### src/rtl/sm83_alu_pkg.sv
// Shared types for the SM83 nibble-serial ALU: opcodes, FSM states, slice modes,
// the latched request record and the DAA adjust constants.
package sm83_alu_pkg;

  typedef enum logic [3:0] {
    OP_ADD   = 4'd0,
    OP_ADC   = 4'd1,
    OP_SUB   = 4'd2,
    OP_SBC   = 4'd3,
    OP_AND   = 4'd4,
    OP_XOR   = 4'd5,
    OP_OR    = 4'd6,
    OP_CP    = 4'd7,
    OP_SHIFT = 4'd8,
    OP_DAA   = 4'd9
  } alu_op_e;

  typedef enum logic [1:0] {
    IDLE = 2'd0,
    LOW  = 2'd1,
    HIGH = 2'd2
  } state_e;

  typedef enum logic [2:0] {
    SL_ADD = 3'd0,
    SL_SUB = 3'd1,
    SL_AND = 3'd2,
    SL_XOR = 3'd3,
    SL_OR  = 3'd4
  } slice_mode_e;

  localparam logic [7:0] DAA_ADJ_L = 8'h06;
  localparam logic [7:0] DAA_ADJ_H = 8'h60;

  typedef struct packed {
    logic [3:0] op;
    logic [7:0] a;
    logic [7:0] b;
    logic       carry_in;
    logic       shift_l;
    logic       shift_r;
    logic       shift_in;
    logic [7:0] daa_out;
    logic       daa_carry;
    logic       n_in;
  } alu_req_t;

endpackage

### src/rtl/sm83_alu_nibble_if.sv
// Request/result bus of the SM83 nibble ALU; master drives operands, slave returns results.
interface sm83_alu_nibble_if;
  logic       start;
  logic [3:0] alu_op;
  logic [7:0] a;
  logic [7:0] b;
  logic       carry_in;
  logic       shift_l;
  logic       shift_r;
  logic       shift_into_alu;
  logic [7:0] daa_out;
  logic       daa_carry_out;
  logic       n_in;
  logic       busy;
  logic       valid;
  logic [7:0] result;
  logic       flag_z;
  logic       flag_n;
  logic       flag_h;
  logic       flag_c;
  logic       pri_carry;
  logic       shift_dbh;
  logic       shift_dbl;
  logic       daa_l_gt_9;
  logic       daa_h_gt_9;
  logic       daa_h_eq_9;

  modport master (
    output start, alu_op, a, b, carry_in, shift_l, shift_r, shift_into_alu,
           daa_out, daa_carry_out, n_in,
    input  busy, valid, result, flag_z, flag_n, flag_h, flag_c, pri_carry,
           shift_dbh, shift_dbl, daa_l_gt_9, daa_h_gt_9, daa_h_eq_9
  );

  modport slave (
    input  start, alu_op, a, b, carry_in, shift_l, shift_r, shift_into_alu,
           daa_out, daa_carry_out, n_in,
    output busy, valid, result, flag_z, flag_n, flag_h, flag_c, pri_carry,
           shift_dbh, shift_dbl, daa_l_gt_9, daa_h_gt_9, daa_h_eq_9
  );
endinterface

### src/rtl/sm83_alu_slice4.sv
// Combinational 4-bit add/sub/logic slice. For SL_SUB, cin/cout are borrow-in/borrow-out.
module sm83_alu_slice4
  import sm83_alu_pkg::*;
(
  input  logic [3:0]  a,
  input  logic [3:0]  b,
  input  logic        cin,
  input  slice_mode_e mode,
  output logic [3:0]  y,
  output logic        cout
);
  logic       sub;
  logic [4:0] sum;

  // Subtract as a + ~b + ~borrow; the inverted carry out is the borrow.
  assign sub = (mode == SL_SUB);
  assign sum = {1'b0, a} + {1'b0, b ^ {4{sub}}} + {4'b0, cin ^ sub};

  always_comb begin
    y    = sum[3:0];
    cout = sum[4] ^ sub;
    case (mode)
      SL_AND:  begin y = a & b; cout = 1'b0; end
      SL_XOR:  begin y = a ^ b; cout = 1'b0; end
      SL_OR:   begin y = a | b; cout = 1'b0; end
      default: ;
    endcase
  end
endmodule

### src/rtl/sm83_alu_nibble.sv
// SM83 ALU computing 8-bit results as two serial nibbles (IDLE -> LOW -> HIGH).
// Optional DAA support is enabled with `define SM83_ALU_DAA_EN.
module sm83_alu_nibble
  import sm83_alu_pkg::*;
(
  input  logic              clk,
  input  logic              nreset,
  sm83_alu_nibble_if.slave  bus
);
  state_e      state, state_nxt;
  alu_req_t    req_d, req_q;
  logic [3:0]  lo_q;
  logic        hc_q;
  logic        valid_q;
  logic [7:0]  res_q;
  logic        fz, fn, fh, fc;

  logic        is_daa, is_shift, use_slice, hi;
  slice_mode_e mode;
  logic        cb_in0;
  logic [7:0]  b_eff;
  logic [3:0]  sl_a, sl_b, sl_y, nib;
  logic        sl_cin, sl_cout;
  logic [7:0]  sh_res;
  logic        sh_c;
  logic [7:0]  full, res_nxt;
  logic        z_nxt, n_nxt, h_nxt, c_nxt;

  assign req_d = '{op: bus.alu_op, a: bus.a, b: bus.b, carry_in: bus.carry_in,
                   shift_l: bus.shift_l, shift_r: bus.shift_r, shift_in: bus.shift_into_alu,
                   daa_out: bus.daa_out, daa_carry: bus.daa_carry_out, n_in: bus.n_in};

`ifdef SM83_ALU_DAA_EN
  assign is_daa         = (req_q.op == OP_DAA);
  assign bus.daa_l_gt_9 = (bus.a[3:0] > 4'd9);
  assign bus.daa_h_gt_9 = (bus.a[7:4] > 4'd9);
  assign bus.daa_h_eq_9 = (bus.a[7:4] == 4'd9);
`else
  assign is_daa         = 1'b0;
  assign bus.daa_l_gt_9 = 1'b0;
  assign bus.daa_h_gt_9 = 1'b0;
  assign bus.daa_h_eq_9 = 1'b0;
`endif

  always_comb begin
    state_nxt = state;
    case (state)
      IDLE:    if (bus.start) state_nxt = LOW;
      LOW:     state_nxt = HIGH;
      HIGH:    state_nxt = IDLE;
      default: state_nxt = IDLE;
    endcase
  end

  // Slice configuration derived from the latched opcode; DAA reuses the adder.
  always_comb begin
    mode   = SL_ADD;
    cb_in0 = 1'b0;
    b_eff  = req_q.b;
    case (req_q.op)
      OP_ADC:        cb_in0 = req_q.carry_in;
      OP_SUB, OP_CP: mode = SL_SUB;
      OP_SBC:        begin mode = SL_SUB; cb_in0 = req_q.carry_in; end
      OP_AND:        mode = SL_AND;
      OP_XOR:        mode = SL_XOR;
      OP_OR:         mode = SL_OR;
      default:       ;
    endcase
    if (is_daa) begin
      b_eff = req_q.daa_out;
      mode  = req_q.n_in ? SL_SUB : SL_ADD;
    end
  end

  assign hi     = (state == HIGH);
  assign sl_a   = hi ? req_q.a[7:4] : req_q.a[3:0];
  assign sl_b   = hi ? b_eff[7:4]   : b_eff[3:0];
  assign sl_cin = hi ? hc_q         : cb_in0;

  sm83_alu_slice4 u_slice (
    .a    (sl_a),
    .b    (sl_b),
    .cin  (sl_cin),
    .mode (mode),
    .y    (sl_y),
    .cout (sl_cout)
  );

  always_comb begin
    sh_res = req_q.a;
    sh_c   = 1'b0;
    if (req_q.shift_l) begin
      sh_res = {req_q.a[6:0], req_q.shift_in};
      sh_c   = req_q.a[7];
    end else if (req_q.shift_r) begin
      sh_res = {req_q.shift_in, req_q.a[7:1]};
      sh_c   = req_q.a[0];
    end
  end

  assign is_shift  = (req_q.op == OP_SHIFT);
  assign use_slice = (req_q.op < 4'd8) || is_daa;
  assign nib       = use_slice ? sl_y :
                     is_shift  ? (hi ? sh_res[7:4] : sh_res[3:0]) :
                                 (hi ? req_q.a[7:4] : req_q.a[3:0]);
  assign full      = {nib, lo_q};

  always_comb begin
    res_nxt = full;
    z_nxt   = (full == 8'h00);
    n_nxt   = 1'b0;
    h_nxt   = 1'b0;
    c_nxt   = 1'b0;
    case (req_q.op)
      OP_ADD, OP_ADC: begin h_nxt = hc_q; c_nxt = sl_cout; end
      OP_SUB, OP_SBC: begin n_nxt = 1'b1; h_nxt = hc_q; c_nxt = sl_cout; end
      OP_CP:          begin res_nxt = req_q.a; n_nxt = 1'b1; h_nxt = hc_q; c_nxt = sl_cout; end
      OP_AND:         h_nxt = 1'b1;
      OP_XOR, OP_OR:  ;
      OP_SHIFT:       c_nxt = sh_c;
      default: begin
        if (is_daa) begin
          n_nxt = req_q.n_in;
          c_nxt = req_q.daa_carry;
        end else begin
          // Reserved opcodes pass a through and leave every flag as it was.
          res_nxt = req_q.a;
          z_nxt   = fz;
          n_nxt   = fn;
          h_nxt   = fh;
          c_nxt   = fc;
        end
      end
    endcase
  end

  always_ff @(posedge clk or negedge nreset) begin
    if (!nreset) begin
      state   <= IDLE;
      req_q   <= '0;
      lo_q    <= 4'h0;
      hc_q    <= 1'b0;
      valid_q <= 1'b0;
      res_q   <= 8'h00;
      fz      <= 1'b0;
      fn      <= 1'b0;
      fh      <= 1'b0;
      fc      <= 1'b0;
    end else begin
      state   <= state_nxt;
      valid_q <= hi;
      if (state == IDLE && bus.start) req_q <= req_d;
      if (state == LOW) begin
        lo_q <= nib;
        hc_q <= sl_cout;
      end
      if (hi) begin
        res_q <= res_nxt;
        fz    <= z_nxt;
        fn    <= n_nxt;
        fh    <= h_nxt;
        fc    <= c_nxt;
      end
    end
  end

  assign bus.busy      = (state != IDLE);
  assign bus.valid     = valid_q;
  assign bus.result    = res_q;
  assign bus.flag_z    = fz;
  assign bus.flag_n    = fn;
  assign bus.flag_h    = fh;
  assign bus.flag_c    = fc;
  assign bus.pri_carry = fc;
  assign bus.shift_dbh = bus.a[7];
  assign bus.shift_dbl = bus.a[0];
endmodule

### src/flat_wrapper.sv
// flat-port wrapper written by rule: the top's interface ports become plain ports
module sm83_alu_nibble_flat import sm83_alu_pkg::*;
  (clk, nreset, bus_start, bus_alu_op, bus_a, bus_b, bus_carry_in, bus_shift_l, bus_shift_r, bus_shift_into_alu, bus_daa_out, bus_daa_carry_out, bus_n_in, bus_busy, bus_valid, bus_result, bus_flag_z, bus_flag_n, bus_flag_h, bus_flag_c, bus_pri_carry, bus_shift_dbh, bus_shift_dbl, bus_daa_l_gt_9, bus_daa_h_gt_9, bus_daa_h_eq_9);
  sm83_alu_nibble_if bus_i ();
  input  logic clk;
  input  logic nreset;
  input wire logic [$bits(bus_i.start)-1:0] bus_start;
  input wire logic [$bits(bus_i.alu_op)-1:0] bus_alu_op;
  input wire logic [$bits(bus_i.a)-1:0] bus_a;
  input wire logic [$bits(bus_i.b)-1:0] bus_b;
  input wire logic [$bits(bus_i.carry_in)-1:0] bus_carry_in;
  input wire logic [$bits(bus_i.shift_l)-1:0] bus_shift_l;
  input wire logic [$bits(bus_i.shift_r)-1:0] bus_shift_r;
  input wire logic [$bits(bus_i.shift_into_alu)-1:0] bus_shift_into_alu;
  input wire logic [$bits(bus_i.daa_out)-1:0] bus_daa_out;
  input wire logic [$bits(bus_i.daa_carry_out)-1:0] bus_daa_carry_out;
  input wire logic [$bits(bus_i.n_in)-1:0] bus_n_in;
  output wire logic [$bits(bus_i.busy)-1:0] bus_busy;
  output wire logic [$bits(bus_i.valid)-1:0] bus_valid;
  output wire logic [$bits(bus_i.result)-1:0] bus_result;
  output wire logic [$bits(bus_i.flag_z)-1:0] bus_flag_z;
  output wire logic [$bits(bus_i.flag_n)-1:0] bus_flag_n;
  output wire logic [$bits(bus_i.flag_h)-1:0] bus_flag_h;
  output wire logic [$bits(bus_i.flag_c)-1:0] bus_flag_c;
  output wire logic [$bits(bus_i.pri_carry)-1:0] bus_pri_carry;
  output wire logic [$bits(bus_i.shift_dbh)-1:0] bus_shift_dbh;
  output wire logic [$bits(bus_i.shift_dbl)-1:0] bus_shift_dbl;
  output wire logic [$bits(bus_i.daa_l_gt_9)-1:0] bus_daa_l_gt_9;
  output wire logic [$bits(bus_i.daa_h_gt_9)-1:0] bus_daa_h_gt_9;
  output wire logic [$bits(bus_i.daa_h_eq_9)-1:0] bus_daa_h_eq_9;
  assign bus_i.start = bus_start;
  assign bus_i.alu_op = bus_alu_op;
  assign bus_i.a = bus_a;
  assign bus_i.b = bus_b;
  assign bus_i.carry_in = bus_carry_in;
  assign bus_i.shift_l = bus_shift_l;
  assign bus_i.shift_r = bus_shift_r;
  assign bus_i.shift_into_alu = bus_shift_into_alu;
  assign bus_i.daa_out = bus_daa_out;
  assign bus_i.daa_carry_out = bus_daa_carry_out;
  assign bus_i.n_in = bus_n_in;
  assign bus_busy = bus_i.busy;
  assign bus_valid = bus_i.valid;
  assign bus_result = bus_i.result;
  assign bus_flag_z = bus_i.flag_z;
  assign bus_flag_n = bus_i.flag_n;
  assign bus_flag_h = bus_i.flag_h;
  assign bus_flag_c = bus_i.flag_c;
  assign bus_pri_carry = bus_i.pri_carry;
  assign bus_shift_dbh = bus_i.shift_dbh;
  assign bus_shift_dbl = bus_i.shift_dbl;
  assign bus_daa_l_gt_9 = bus_i.daa_l_gt_9;
  assign bus_daa_h_gt_9 = bus_i.daa_h_gt_9;
  assign bus_daa_h_eq_9 = bus_i.daa_h_eq_9;
  sm83_alu_nibble u_core (.clk(clk), .nreset(nreset), .bus(bus_i));
endmodule
### config.mk
export PLATFORM = sky130hd
export DESIGN_NAME = sm83_alu_nibble_flat
export DESIGN_NICKNAME = d
export VERILOG_FILES = /design/src/rtl/sm83_alu_pkg.sv /design/src/rtl/sm83_alu_nibble_if.sv /design/src/rtl/sm83_alu_slice4.sv /design/src/rtl/sm83_alu_nibble.sv /design/src/flat_wrapper.sv
export SDC_FILE = /design/constraint.sdc
export NUM_CORES = 1
export LEC_CHECK = 0
export CAP_MARGIN = 40
export CORE_MARGIN = 2
export CORE_UTILIZATION = 50
export DETAILED_ROUTE_END_ITERATION = 8
export PLACE_DENSITY = 0.9
export SYNTH_ARGS = -nofsm -noshare
export SYNTH_HDL_FRONTEND = slang
export SYNTH_SLANG_ARGS = --single-unit
### constraint.sdc
create_clock -name clk -period 4.1 [get_ports clk]
set_clock_uncertainty 0.15 [all_clocks]
set_input_delay 0.82 -clock clk [delete_from_list [all_inputs] [get_ports clk]]
set_output_delay 0.82 -clock clk [all_outputs]
set_load 0.005 [all_outputs]
==> impl_metrics.ini <==
[status]
outcome = finished clean

[worst_setup_path]
cp.arrival_ps = 3700
startpoint_type = flip-flop
crit_slowest_cell = dfrtp_1
critPathCaptureType = flip-flop
cpPeakStageDelay_ps = 520
path_delay_family = compound AO/OA/AOI/OAI gates
crit_fanout = 9
path_buf_inv = 2
crit_chain = clkinv_1 -> o211a_1 -> xor2_1 -> fa_1 -> inv_1 -> fa_1 -> nand2_1 -> o31ai_1 -> a221oi_1 -> a22oi_1 -> mux2_2
required_ps = 4140
path_class = flip-flop to flip-flop
reg2reg_slack_ps = 440
cpMostUsedCell = fa_1

[layout]
final_common_cell = dfrtp_1
antenna_cells = 0
fillerInstances = 429
stdcell_area_um2 = 3250
multiInputGateArea_um2 = 1400
register_area_um2 = 1100
fin_util = 0.633
nets = 357
drive_above_1_share = 0.162
syn_to_final_growth_pct = 21.4
final_cell_mix = dfrtp_1, clkdlybuf4s50_1, nand2_1

[floorplanning]
dieWidth_um = 77.2
start_util = 0.522
io_pins = 57
core_um2 = 5140
die_area_um2 = 5960
fp.dieH_um = 77.2
rows = 26

[synthesis]
synth-async-reset-ratio = 1.00
yosys_register_bits = 44
synth-edff-count = 0
ys_warn_count = 0
synth_area_um2 = 2680
synthFlopType = dfrtp_1
avgSynthCellArea_um2 = 9.93
yosysUniqueCellTypes = 53
syn_inst = 270
yosysSeqAreaShare = 0.411

[detailed_routing]
vias_per_cell = 5.60
ant_nets = 0
wl_um = 5760
drtIter0Drc = 160
drc = 0
dr.pass1.iters = 6
vias = 2117
routedWlPerCell_um = 15.2

[sta]
slew_violations = 0
rsz0062_at_grt = no
fmax_mhz = 273
setup_viol = 0
hold_viol_final = 0
period_minus_slack_ps = 3660
setup_tns_ps = 0
finalCritPeriodShare = 0.892
timing.hold.ws_ps = 248

[clock_network]
cts_setup_buffers = 0
post_cts_resized = 0
tritoncts = done
cts_root_buffer = clkbuf_8
cts_max_path_buffers = 2
hold_buffers = 0
cts.sinks = 44
cts_buffers = 5
htreeDepth = 2
cts.clk_slew.worst_paths_ps = 80
insertion_delay_ps = 300

[placement]
port_buffers = 43
placed_area_um2 = 3130
gp_congestion = 0.930
dp_hpwl_um = 4270

[pwr]
power_uw = 2070
p_per_area_nw_per_um2 = 636
ir_drop_mv = 0.340
power.leakage_uw = 0.00142

[grt]
grt_pass1_wl_um = 10100
grt_max_degree = 34
grt.total_usage = 0.213
overflow = 0
grt_pass1_vias = 2096
grt_antenna_before_repair = 0

[job]
cap_violations = 0

[hold_path]
hp-class = input port to async pin
-- synth_stat cells (4+ instances only) --
cell type	number	share of area
a31oi_1	4	0.0093
a21oi_1	12	0.022
inv_1	12	0.017
o21ai_0	17	0.032
nor2_1	15	0.021
xnor2_1	4	0.013
mux2_2	23	0.097
ha_1	11	0.051
mux2i_1	9	0.034
a211oi_1	4	0.011
dfrtp_1	44	0.41
buf_2	10	0.019
buf_4	6	0.017
nand2_1	38	0.053
-- metal layers --
metal,vias up,share of wire,global-route usage
met4,0,0.028,0.0786
met1,1010,0.44,0.296
met3,16,0.059,0.0353
met2,83,0.48,0.335
li1,1008,-,-
met5,-,0,0
-- per-stage QoR --
stage | worst slack (ps) | std cells
6_report | 442 | 378
4_1_cts | 471 | 378
3_3_place_gp | 596 | 369
5_1_grt | 234 | 378
2_1_floorplan | 788 | 272
3_5_place_dp | 568 | 370
-- cell type report --
| type | count | area share |
|---|---|---|
| clock inverter | 2 | 0.0119 |
| tap | 70 | 0.0269 |
| clock buffer | 6 | 0.0254 |
| sequential | 44 | 0.338 |
| multi-input combinational | 192 | 0.431 |
| inverter | 15 | 0.0181 |
| timing repair buffer | 49 | 0.148 |
-- state kept, by name, summed over array words and instances (netlist names) --
signal	flops
u_core.req_q	16
u_core.b_eff	8
u_core.bus.result	8
u_core.lo_q	4
u_core.state	2
u_core.bus.flag_c	1
u_core.bus.flag_h	1
u_core.bus.flag_n	1
u_core.bus.flag_z	1
u_core.bus.valid	1
u_core.hc_q	1
-- kinds of logic after synthesis --
kind of cell    after synthesis  share of synthesized area
compound gates               62                      0.151
xor+xnor                      7                     0.0229
fa+ha+maj                    13                     0.0663
buf+inv                      36                     0.0700
flops                        44                      0.411
mux                          34                      0.147
other cells                   1                    0.00140
simple gates                 73                      0.131
-- where the power goes --
group          internal [uW]  switching [uW]  total [uW]
Clock                    199             152         351
Sequential               575             123         699
Combinational            503             518        1020
Total                   1280             792        2070
-- worst paths after layout --
check,cells past startpoint,from,end
max,11,u_core.req_q[33],u_core.lo_q[1]
min,1,nreset,u_core.req_q[30]
max reg2reg,11,u_core.req_q[33],u_core.lo_q[1]
min reg2reg,1,u_core.bus.result[7],u_core.bus.result[7]
max in group asynchronous,2,nreset,u_core.lo_q[3]
min in group clk,1,u_core.bus.result[7],u_core.bus.result[7]
-- worst register-to-register path: stages, from the launching register on --
cell	delay (ps)
dfrtp_1	520
clkinv_1	310
o211a_1	350
xor2_1	240
fa_1	460
inv_1	90
fa_1	430
nand2_1	80
o31ai_1	60
a221oi_1	360
a22oi_1	210
mux2_2	290
No activity file was read; power rests on OpenSTA's default activity.
